[config.mk]
export PLATFORM = sky130hd
export DESIGN_NAME = cia_irq_ctrl
export DESIGN_NICKNAME = d
export VERILOG_FILES = /design/src/rtl/cia_pkg.sv /design/src/rtl/cia_irq_delay.sv /design/src/rtl/cia_irq_ctrl.sv
export SDC_FILE = /design/constraint.sdc
export NUM_CORES = 1
export LEC_CHECK = 0
export ABC_AREA = 1
export CORE_UTILIZATION = 42
export DETAILED_ROUTE_END_ITERATION = 16
export HOLD_SLACK_MARGIN = 0.1
export MAX_ROUTING_LAYER = met4
export PLACE_DENSITY = 0.74
export SLEW_MARGIN = 20
export SYNTH_ARGS = -nofsm -noshare
export SYNTH_HDL_FRONTEND = slang
export SYNTH_SLANG_ARGS = --single-unit
[constraint.sdc]
create_clock -name clk -period 1.6 [get_ports clk]
set_input_delay 0.32 -clock clk [delete_from_list [all_inputs] [get_ports clk]]
set_output_delay 0.32 -clock clk [all_outputs]
set_load 0.03 [all_outputs]
[src/rtl/cia_pkg.sv]
`default_nettype none
// +----------------------------------------------------------------------+
// | cia_pkg : ICR bit map, limits and bus decode shared by cia_irq_ctrl  |
// | Revision : 1.0                                                       |
// +----------------------------------------------------------------------+
package cia_pkg;

  // ICR bit positions of the standard 8520 interrupt sources
  localparam int unsigned TA         = 0;
  localparam int unsigned TB         = 1;
  localparam int unsigned ALRM       = 2;
  localparam int unsigned SP         = 3;
  localparam int unsigned FLG        = 4;

  localparam int unsigned ICR_SETCLR = 7;
  localparam int unsigned NSRC_MAX   = 7;
  localparam logic [2:0]  IRQ_VEC_NONE = 3'd7;

  typedef enum logic [2:0] {
    BUS_IDLE    = 3'd0,
    BUS_ICR_RD  = 3'd1,
    BUS_MASK_WR = 3'd2,
    BUS_MODE_RD = 3'd3,
    BUS_MODE_WR = 3'd4
  } bus_op_e;

  // The ICR select wins when both selects are asserted.
  function automatic bus_op_e decode_bus(input logic wr, input logic icrs, input logic modes);
    if (icrs) begin
      return wr ? BUS_MASK_WR : BUS_ICR_RD;
    end else if (modes) begin
      return wr ? BUS_MODE_WR : BUS_MODE_RD;
    end
    return BUS_IDLE;
  endfunction

  function automatic logic [2:0] lowest_set(input logic [NSRC_MAX-1:0] v);
    logic [2:0] idx;
    idx = IRQ_VEC_NONE;
    for (int i = NSRC_MAX - 1; i >= 0; i--) begin
      if (v[i]) begin
        idx = 3'(i);
      end
    end
    return idx;
  endfunction

endpackage
`default_nettype wire

[src/rtl/cia_irq_delay.sv]
`default_nettype none
// +----------------------------------------------------------------------+
// | cia_irq_delay : DEPTH-stage shift pipeline with synchronous flush    |
// | Revision : 1.0                                                       |
// +----------------------------------------------------------------------+
module cia_irq_delay #(
  parameter int unsigned DEPTH = 1
) (
  input  logic clk,
  input  logic reset_n,
  input  logic en,
  input  logic flush,
  input  logic d,
  output logic q
);

  generate
    if (DEPTH == 0) begin : g_wire
      logic unused_ctl;
      assign unused_ctl = ^{clk, reset_n, en, flush};
      assign q = d;
    end else begin : g_pipe
      logic [DEPTH-1:0] stages_q;
      logic [DEPTH-1:0] stages_d;

      always_comb begin
        stages_d    = stages_q << 1;
        stages_d[0] = d;
        if (flush) begin
          stages_d = '0;
        end
      end

      // Reset is honoured only on enabled edges, like every other state bit.
      always_ff @(posedge clk) begin
        if (en) begin
          if (!reset_n) begin
            stages_q <= '0;
          end else begin
            stages_q <= stages_d;
          end
        end
      end

      assign q = stages_q[DEPTH-1];
    end
  endgenerate

endmodule
`default_nettype wire

[src/rtl/cia_irq_ctrl.sv]
`default_nettype none
// +----------------------------------------------------------------------+
// | cia_irq_ctrl : 8520-style ICR/mask pair with edge/level qualification|
// | Revision : 1.0                                                       |
// +----------------------------------------------------------------------+
module cia_irq_ctrl
  import cia_pkg::*;
#(
  parameter int unsigned NSRC         = 5,
  parameter int unsigned IRQ_DELAY    = 1,
  parameter bit          EDGE_DEFAULT = 1'b0
) (
  input  logic            clk,
  input  logic            reset_n,
  input  logic            clk7_en,
  input  logic            wr,
  input  logic            icrs,
  input  logic            modes,
  input  logic [7:0]      data_in,
  input  logic [NSRC-1:0] src,
  output logic [7:0]      data_out,
  output logic            irq,
  output logic [2:0]      irq_vec
);

  logic [NSRC-1:0] icr_q,  icr_d;
  logic [NSRC-1:0] mask_q, mask_d;
  logic [NSRC-1:0] mode_q, mode_d;
  logic [NSRC-1:0] src_q,  src_d;

  bus_op_e             w_op;
  logic [NSRC-1:0]     w_ev;
  logic [NSRC-1:0]     w_active;
  logic                w_pend;
  logic                w_flush;
  logic [NSRC_MAX-1:0] w_icr_ext;
  logic [NSRC_MAX-1:0] w_mode_ext;
  logic [NSRC_MAX-1:0] w_active_ext;
  logic                unused_data;

  assign w_op = decode_bus(wr, icrs, modes);

  // Edge-mode sources fire only on a 0->1 transition relative to the last enabled sample.
  assign w_ev = (mode_q & src & ~src_q) | (~mode_q & src);

  always_comb begin
    src_d  = src;
    icr_d  = icr_q | w_ev;
    mask_d = mask_q;
    mode_d = mode_q;
    case (w_op)
      BUS_ICR_RD: begin
        icr_d = w_ev;
      end
      BUS_MASK_WR: begin
        if (data_in[ICR_SETCLR]) begin
          mask_d = mask_q | data_in[NSRC-1:0];
        end else begin
          mask_d = mask_q & ~data_in[NSRC-1:0];
        end
      end
      BUS_MODE_WR: begin
        mode_d = data_in[NSRC-1:0];
      end
      default: begin
      end
    endcase
  end

  always_ff @(posedge clk) begin
    if (clk7_en) begin
      if (!reset_n) begin
        icr_q  <= '0;
        mask_q <= '0;
        mode_q <= {NSRC{EDGE_DEFAULT}};
        src_q  <= '0;
      end else begin
        icr_q  <= icr_d;
        mask_q <= mask_d;
        mode_q <= mode_d;
        src_q  <= src_d;
      end
    end
  end

  assign w_active = icr_q & mask_q;
  assign w_pend   = |w_active;
  assign w_flush  = (w_op == BUS_ICR_RD);

  cia_irq_delay #(
    .DEPTH (IRQ_DELAY)
  ) u_delay (
    .clk     (clk),
    .reset_n (reset_n),
    .en      (clk7_en),
    .flush   (w_flush),
    .d       (w_pend),
    .q       (irq)
  );

  generate
    if (NSRC < NSRC_MAX) begin : g_pad
      localparam int unsigned PAD = NSRC_MAX - NSRC;
      assign w_icr_ext    = {{PAD{1'b0}}, icr_q};
      assign w_mode_ext   = {{PAD{1'b0}}, mode_q};
      assign w_active_ext = {{PAD{1'b0}}, w_active};
    end else begin : g_full
      assign w_icr_ext    = icr_q;
      assign w_mode_ext   = mode_q;
      assign w_active_ext = w_active;
    end
  endgenerate

  assign irq_vec = lowest_set(w_active_ext);

  always_comb begin
    data_out = 8'h00;
    case (w_op)
      BUS_ICR_RD:  data_out = {irq, w_icr_ext};
      BUS_MODE_RD: data_out = {1'b0, w_mode_ext};
      default: begin
      end
    endcase
  end

  // Write bits above the implemented sources carry no meaning.
  assign unused_data = ^data_in;

endmodule
`default_nettype wire

# --- Yosys cells after proc, flatten, opt, wreduce, memory -nomap -nowiden ---
# Cells that the tools add are included.
totals:
  regBits: 21
op_classes:
  n_mux: 17
  bitwise: 12
  reduce_logical: 4
  n_eq_ne: 6
op_table:
  columns: ["op", "n"]
  rows:
  - ["$and 5x5->5", 5]
  - ["$mux 3", 8]
  - ["$mux 5", 4]
  - ["$pmux 8 s2", 1]
  - ["$not 5->5", 3]
  - ["$or 5x5->5", 3]
  - ["$eq 3x2->1 const B", 2]
  - ["$reduce_or 5->1", 1]
  - ["$mux 2", 2]
  - ["$ne 2x1->1 const B", 2]
  - ["$reduce_and 2->1", 2]
  - ["$eq 3x1->1 const B", 1]
  - ["$eq 3x3->1 const B", 1]
  - ["$mux 1", 2]
  - ["$reduce_or 2->1", 1]
  - ["$not 1->1", 1]

# --- Depth between registers and ports, before layout ---
# Gate-level depths: netlist of the first run.
logic_depth:
  ltp_word: 7
  depth_mapped: 5
  mapped_depth_nobuf: 5

# --- By module ---
# From an unflattened synthesis of the first run, not the netlist that was laid out.
hier_totals:
  hier_cells: 128
  hier_area_um2: 1141.1
modules_own_cells:
  columns: ["module", "cells_each", "n_inst", "area_per_inst_um2"]
  rows:
  - ["cia_irq_ctrl", 125, 1, 1101.1]
  - ["cia_irq_delay", 3, 1, 40.0]

# --- Worst setup path before layout of the first run ---
# OpenSTA, ideal clock, no wires.
synth_path:
  path_type: "input to register"
  start: "input wr"
  end: "register mode_q[0] (enable)"
  path_stages: 5
  arrival_ns: 1.182
  required_ns: 1.249
  slack_ns: 0.067
  setup_ns: 0.351
  path_cell_list: "inv_1 ha_1 nor2_1 nand3_1 a21oi_1"
synth_between:
  elab_chain_len: 7
  elab_cells_between_ends: 8
  classes_between: "eq/ne: 2; mux: 5; reduce/logical: 1"
synth_rtl:
  columns: ["element", "line_no", "text"]
  rows:
  - ["start, declared", "cia_irq_ctrl.sv:16", "input logic wr,"]
  - ["$mux 3", "cia_pkg.sv:32", "return wr ? BUS_MODE_WR : BUS_MODE_RD;"]
  - ["$mux 3", "cia_pkg.sv:31", "end else if (modes) begin"]
  - ["$mux 3 (*)", "cia_pkg.sv:29", "if (icrs) begin"]
  - ["$mux 3 (*)", "cia_pkg.sv:34", "return BUS_IDLE;"]
  - ["$eq 3x3->1 (*)", "cia_irq_ctrl.sv:51", "case (w_op)"]
  - ["$ne 2x1->1 (no line) (*)", null, null]
  - ["$reduce_and 2->1 (no line) (*)", null, null]
  - ["end signal, assigned", "cia_irq_ctrl.sv:75", "mode_q <= {NSRC{EDGE_DEFAULT}};"]
  - ["end signal, assigned", "cia_irq_ctrl.sv:80", "mode_q <= mode_d;"]
  - ["end, declared", "cia_irq_ctrl.sv:28", "logic [NSRC-1:0] mode_q, mode_d;"]
# Mark *: on every way between the ends. The rest lies on a longest branch, timed or not. The select of a mux whose other input is x is not followed.
# A chain may end at the register's enable or synchronous reset.

# --- Final worst setup path of the first run ---
layout_path:
  start: "register icr_q[2]"
  end: "output irq_vec[2]"
layout_between:
  elab_chain_len: 4
layout_rtl:
  columns: ["element", "line_no", "text"]
  rows:
  - ["start, declared", "cia_irq_ctrl.sv:26", "logic [NSRC-1:0] icr_q, icr_d;"]
  - ["start signal, assigned", "cia_irq_ctrl.sv:78", "icr_q <= icr_d;"]
  - ["$and 5x5->5", "cia_irq_ctrl.sv:86", "assign w_active = icr_q & mask_q;"]
  - ["$mux 3 (3 in series)", "cia_pkg.sv:41", "if (v[i]) begin"]
  - ["end, declared", "cia_irq_ctrl.sv:23", "output logic [2:0] irq_vec"]
# No other way between the ends.

==> impl_metrics.py, run 1 <==
metrics = {
    "sta": {
        "slew_violations": 0,
        "finalSetupTns_ps": 0,
        "min_period_ps": 1590,
        "clock_skew_ps": 6.59,
        "timing.hold.ws_ps": 646,
        "final-hold-violation-count": 0,
        "fin_crit_sh": 0.996,
        "fmax_ghz": 0.627,
        "rsz0062_at_grt": "true",
        "finalSetupViolCount": 0,
    },
    "yosys": {
        "ys_warn_count": 0,
        "syn_area_per_cell_um2": 8.72,
        "synth_area_um2": 1120,
        "synth_cell_types": 13,
        "synthCells": 128,
        "ys_seq_elements": 21,
        "seq_area_frac_synth": 0.565,
    },
    "placed_design": {
        "dpl.hpwl_um": 1800,
        "port_buffers": 26,
        "gp_congestion": 0.807,
        "placed_area_um2": 1410,
    },
    "cts": {
        "cts.clk_slew.worst_paths_ps": 120,
        "htreeDepth": 1,
        "cts-hold-fix-buffers": 0,
        "clock_latency_ps": 300,
        "tritoncts": "built",
        "cts_made_buffers": 3,
        "cts_num_sinks": 21,
        "cts_root_buf": "clkbuf_4",
        "clock_tree.buffer_depth": 2,
    },
    "critical_path": {
        "r2r-end": "u_delay.q",
        "cp_max_fo": 3,
        "criticalPathCategory": "reg -> out",
        "required_ps": 1280,
        "r2r-start": "icr_q[2]",
        "arrival_ps": 1270,
        "reg2regPathDepth": 4,
        "rrSetupSlack_ps": 460,
        "endpoint_kind": "output port",
        "critPathLaunchType": "register",
    },
    "drt": {
        "drcViolationCount": 0,
        "vias": 971,
        "wirelength_um": 2520,
        "drtAntennaViolNets": 0,
        "top_layer_used": "met4",
        "wl_met3_um": 144,
        "dr_wl_met2_um": 1250,
        "met1_length_um": 1100,
        "firstDrtPassIters": 4,
        "vias_per_cell": 4.93,
        "wl_per_cell_um": 12.8,
        "drt_iter0_markers": 21,
    },
    "cells_and_area": {
        "fin_area_um2": 1550,
        "syn_to_final_growth_pct": 38.7,
        "final_core_util": 0.619,
        "drive_gt1_frac": 0.240,
        "layout.nets": 190,
        "num-fill-cells": 213,
        "num_antenna_cells": 0,
    },
    "floorplanning": {
        "die_x_um": 53.6,
        "dieArea_um2": 2870,
        "ios": 31,
        "start_util": 0.446,
        "row_count": 18,
        "core_um2": 2500,
        "die_h_um": 53.6,
    },
    "flow_run": {
        "cap_violations": 0,
    },
    "power_and_ir_drop": {
        "power_mw": 1.24,
        "ir_worst_vdd_mv": 0.640,
        "powerDensity_nw_per_um2": 803,
        "power.leakage_nw": 0.763,
    },
    "hold_path": {
        "whs_path_depth": 3,
        "hold_path.class": "reg -> reg",
        "holdPathEnd": "icr_q[0]",
        "min_from": "src_q[0]",
    },
    "status": {
        "outcome": "finished, final reports clean",
    },
    "grt": {
        "gr-usage-all-layers": 0.196,
        "grt_overflow": 0,
        "grt_max_degree": 18,
        "grt_pass1_wl_um": 3780,
        "grt_pass1_vias": 856,
        "antenna_found_initial": 0,
    },
}
through the flow:
stage                     worst slack [ps]  std cells
after floorplan                       66.9        129
after global placement                -424        188
after detailed placement              -478        188
after CTS                            0.817        195
after global routing                 -63.5        197
final                                 6.17        197
synth_stat cells (all sizes together):
master	n	area [µm²]
a21oi	8	40.0
nand2	47	176
nand3	8	40.0
o21ai	5	25.0
buf	4	33.8
edfxtp	21	631
nand4	5	31.3
conb	1	3.75
nor2	5	18.8
ha	3	37.5
inv	21	78.8
area by class of cell:
cell class | instances | area [µm²] | share of cell area
Tap cell | 30 | 37.5 | 0.0243
Multi-Input combinational cell | 83 | 433 | 0.280
Timing Repair Buffer | 38 | 342 | 0.221
Inverter | 21 | 78.8 | 0.0509
Sequential cell | 21 | 631 | 0.407
Clock buffer | 4 | 26.3 | 0.0170
report_power, final:
| group | internal [mW] | switching [mW] | total, mW | leakage (nW) |
|---|---|---|---|---|
| registers | 0.654 | 0.0258 | 0.680 | 0.202 |
| clock network | 0.0971 | 0.157 | 0.254 | 0.0150 |
| logic | 0.137 | 0.172 | 0.309 | 0.546 |
worst max-delay path by stage:
stage,cells after the start,start,end
2_1_floorplan,5,wr,mode_q[0]
3_3_place_gp,7,wr,mode_q[1]
3_5_place_dp,7,wr,mode_q[3]
4_1_cts,7,icrs,data_out[0]
5_1_grt,6,icr_q[4],irq_vec[0]
6_report,4,icr_q[2],irq_vec[2]
logic make-up after synthesis:
kind of cell | Yosys count | share of synthesized area
other | 1 | 0.00336
DFF | 21 | 0.565
AOI/OAI and AO/OA | 13 | 0.0583
buffers and inverters | 25 | 0.101
and+or+nand+nor | 65 | 0.239
adders and majority gates | 3 | 0.0336
per-layer routing:
| layer | vias to the layer above | global-route usage |
|---|---|---|
| li1 | 491 | - |
| met1 | 438 | 0.242 |
| met2 | 38 | 0.310 |
| met3 | 4 | 0.0367 |
| met4 | 0 | 0.0921 |
| met5 | - | - |
worst max-delay path: stages, from the launching register on:
cell      delay [ps]
edfxtp_1         470
nand2_2          120
nand2_1          110
nor2_4           140
buf_6            150
cell usage in the layout (no fill, tap or decap):
cell,netlist,routed
nand2_1,47,42
conb_1,1,2
dlymetal6s2s_1,0,1
ha_1,3,1
a21oi_1,8,7
o21ai_0,5,5
clkdlybuf4s50_1,0,13
a21oi_2,0,1
dlygate4sd2_1,0,1
clkbuf_1,0,1
inv_1,19,17
nand3_1,8,8
buf_2,0,2
clkbuf_4,0,3
nand2_2,0,5
ha_4,0,2
buf_6,1,6
nor2_1,5,3
inv_2,2,4
nand4_1,5,5
buf_4,3,15
nor2_4,0,2
edfxtp_1,21,21
state kept, by name, summed over array words and instances, names as in the netlist:
signal     count
icr_q          5
mask_q         5
mode_q         5
u_delay.q      1
src_q          5
timing repair:
action,CTS,global route
pin swaps,3,5
cloned,0,0
setup endpoints to repair,14,8
buffers inserted,3,2
resized for setup,17,15
(Power assumes the default switching activity.)
==> run 2: changes to the inputs <==
- CELL_PAD_IN_SITES_DETAIL_PLACEMENT: unset -> 1
- CELL_PAD_IN_SITES_GLOBAL_PLACEMENT: unset -> 1
- CORE_UTILIZATION: 42 -> 31
- CTS_CLUSTER_DIAMETER: unset -> 40
- PLACE_DENSITY: 0.74 -> unset
- PLACE_DENSITY_LB_ADDON: unset -> 0.1
==> run 2 against run 1 <==
- fmax increased by 0.23%
- non-clock buffer count stayed put
- global-route usage fell by 3.6 points
- power is 0.52% higher
- highest routed layer unchanged
- largest cell class unchanged
- cell area up 1.4%
- via count decreased by 3.4%
- clock power rose by 4%
- register-to-register slack better by 50 ps
- sequential cell count stayed put
- critical path type unchanged
- core utilization is 16 points lower
- sequential share of layout area is 0.55 points lower
==> impl_metrics.py, run 2 (synthesis gave the netlist of run 1 again) <==
metrics = {
    "cts": {
        "clock_tree.buffer_depth": 2,
        "cts_made_buffers": 3,
        "tritoncts": "built",
        "clock_latency_ps": 310,
        "cts_root_buf": "clkbuf_4",
        "cts_num_sinks": 21,
        "cts.clk_slew.worst_paths_ps": 130,
        "cts-hold-fix-buffers": 0,
        "htreeDepth": 1,
    },
    "grt": {
        "grt_pass1_wl_um": 4240,
        "gr-usage-all-layers": 0.160,
        "antenna_found_initial": 0,
        "grt_overflow": 0,
        "grt_pass1_vias": 910,
        "grt_max_degree": 17,
    },
    "critical_path": {
        "critPathLaunchType": "register",
        "criticalPathCategory": "reg -> out",
        "arrival_ps": 1270,
        "endpoint_kind": "output port",
        "rrSetupSlack_ps": 510,
        "cpPeakStageDelay_ps": 450,
        "cpMostUsedCell": "nand2_1",
        "required_ps": 1280,
        "cp_cell_sequence": "nand2_2, inv_2, nand2_1, nand2_1, a21oi_2, buf_6",
        "slowest_stage": "edfxtp_1",
        "cp_max_fo": 3,
    },
    "sta": {
        "fmax_ghz": 0.629,
        "slew_violations": 0,
        "finalSetupViolCount": 0,
        "fin_crit_sh": 0.994,
        "min_period_ps": 1590,
        "clock_skew_ps": 9.48,
        "finalSetupTns_ps": 0,
        "final-hold-violation-count": 0,
        "rsz0062_at_grt": "true",
    },
    "power_and_ir_drop": {
        "power.leakage_nw": 0.767,
        "clkPwrFrac": 0.212,
        "p_switching_uw": 366,
        "power_frac_seq": 0.543,
        "internal_power_uw": 884,
        "powerDensity_nw_per_um2": 796,
        "ir_worst_vdd_mv": 0.373,
        "comb_power_share": 0.245,
        "switching_share": 0.293,
    },
    "cells_and_area": {
        "final_cell_mix": "nand2_1 (41), edfxtp_1 (21), buf_4 (16)",
        "final_core_util": 0.463,
        "syn_to_final_growth_pct": 40.6,
        "num_antenna_cells": 0,
        "final_common_cell": "nand2_1",
        "num-fill-cells": 406,
        "drive_gt1_frac": 0.263,
        "layout.nets": 190,
    },
    "drt": {
        "vias_per_cell": 4.40,
        "wl_per_cell_um": 12.6,
        "firstDrtPassIters": 4,
        "vias": 938,
        "drt_iter0_markers": 29,
        "wirelength_um": 2690,
        "drtAntennaViolNets": 0,
        "drcViolationCount": 0,
    },
    "floorplanning": {
        "start_util": 0.329,
        "die_x_um": 62,
        "die_h_um": 62,
        "core_um2": 3390,
        "dieArea_um2": 3840,
        "row_count": 21,
        "ios": 31,
    },
    "flow_run": {
        "cap_violations": 0,
    },
    "placed_design": {
        "dpl.hpwl_um": 2050,
        "gp_congestion": 0.784,
        "port_buffers": 26,
    },
    "status": {
        "outcome": "finished, final reports clean",
    },
    "hold_path": {
        "hold_path.class": "reg -> reg",
    },
}
-- run 2: cell types whose count changed in the layout (fill, tap and decap cells not counted), sizes merged --
cell,previous run,this run
clkinv,0,1
clkbuf,4,3
-- run 2: what timing repair did --
action / CTS / global route
pin swaps: 6 / 4
resized for setup: 21 / 13
endpoints found under the setup margin: 14 / 8
buffers inserted: 3 / 1
-- run 2: cell type report --
type	instances	area [µm²]	area share
repair buffers	38	344	0.219
flip-flops and latches	21	631	0.402
clock buffers	3	22.5	0.0144
multi-input cells	83	430	0.274
well taps	46	57.6	0.0367
inverters	21	78.8	0.0502
clock inverters	1	5.00	0.00319
-- run 2: worst max-delay path: cells and delay by family, from the launching register on --
kind / cells / cell delay (ps)
flops: 1 / 450
buf+inv: 2 / 180
compound gates: 1 / 130
simple gates: 3 / 210
-- run 2: through the flow --
stage               setup slack (ps)  power [mW]  instance area (µm²)  instances  hold slack [ps]
detailed placement              -489       0.961                 1440        205              607
finish                          9.75        1.25                 1570        213              634
global route                   -96.6        1.31                 1570        213              672
CTS                            -25.2        1.24                 1530        212              638
floorplan                       66.9       0.831                 1120        129              432
global placement                -451       0.956                 1440        205              604
-- run 2: final timing paths --
check	startpoint	cells past startpoint	end
min reg2reg	src_q[2]	3	icr_q[2]
max	icr_q[4]	6	irq_vec[0]
min	src_q[2]	3	icr_q[2]
max reg2reg	icr_q[0]	4	u_delay.q
-- run 2: layer usage --
layer,global-route usage,part of all wire
met1,0.210,0.46
met5,-,0
met3,0.0186,0.044
met4,0.0571,0.0071
met2,0.255,0.49
-- run 2: power by group through the flow --
| stage | Sequential, mW | Combinational [mW] | Clock (mW) |
|---|---|---|---|
| floorplan | 0.684 | 0.147 | 0 |
| global placement | 0.691 | 0.265 | 0 |
| detailed placement | 0.691 | 0.270 | 0 |
| CTS | 0.677 | 0.293 | 0.271 |
| global route | 0.684 | 0.336 | 0.291 |
| finish | 0.679 | 0.306 | 0.264 |
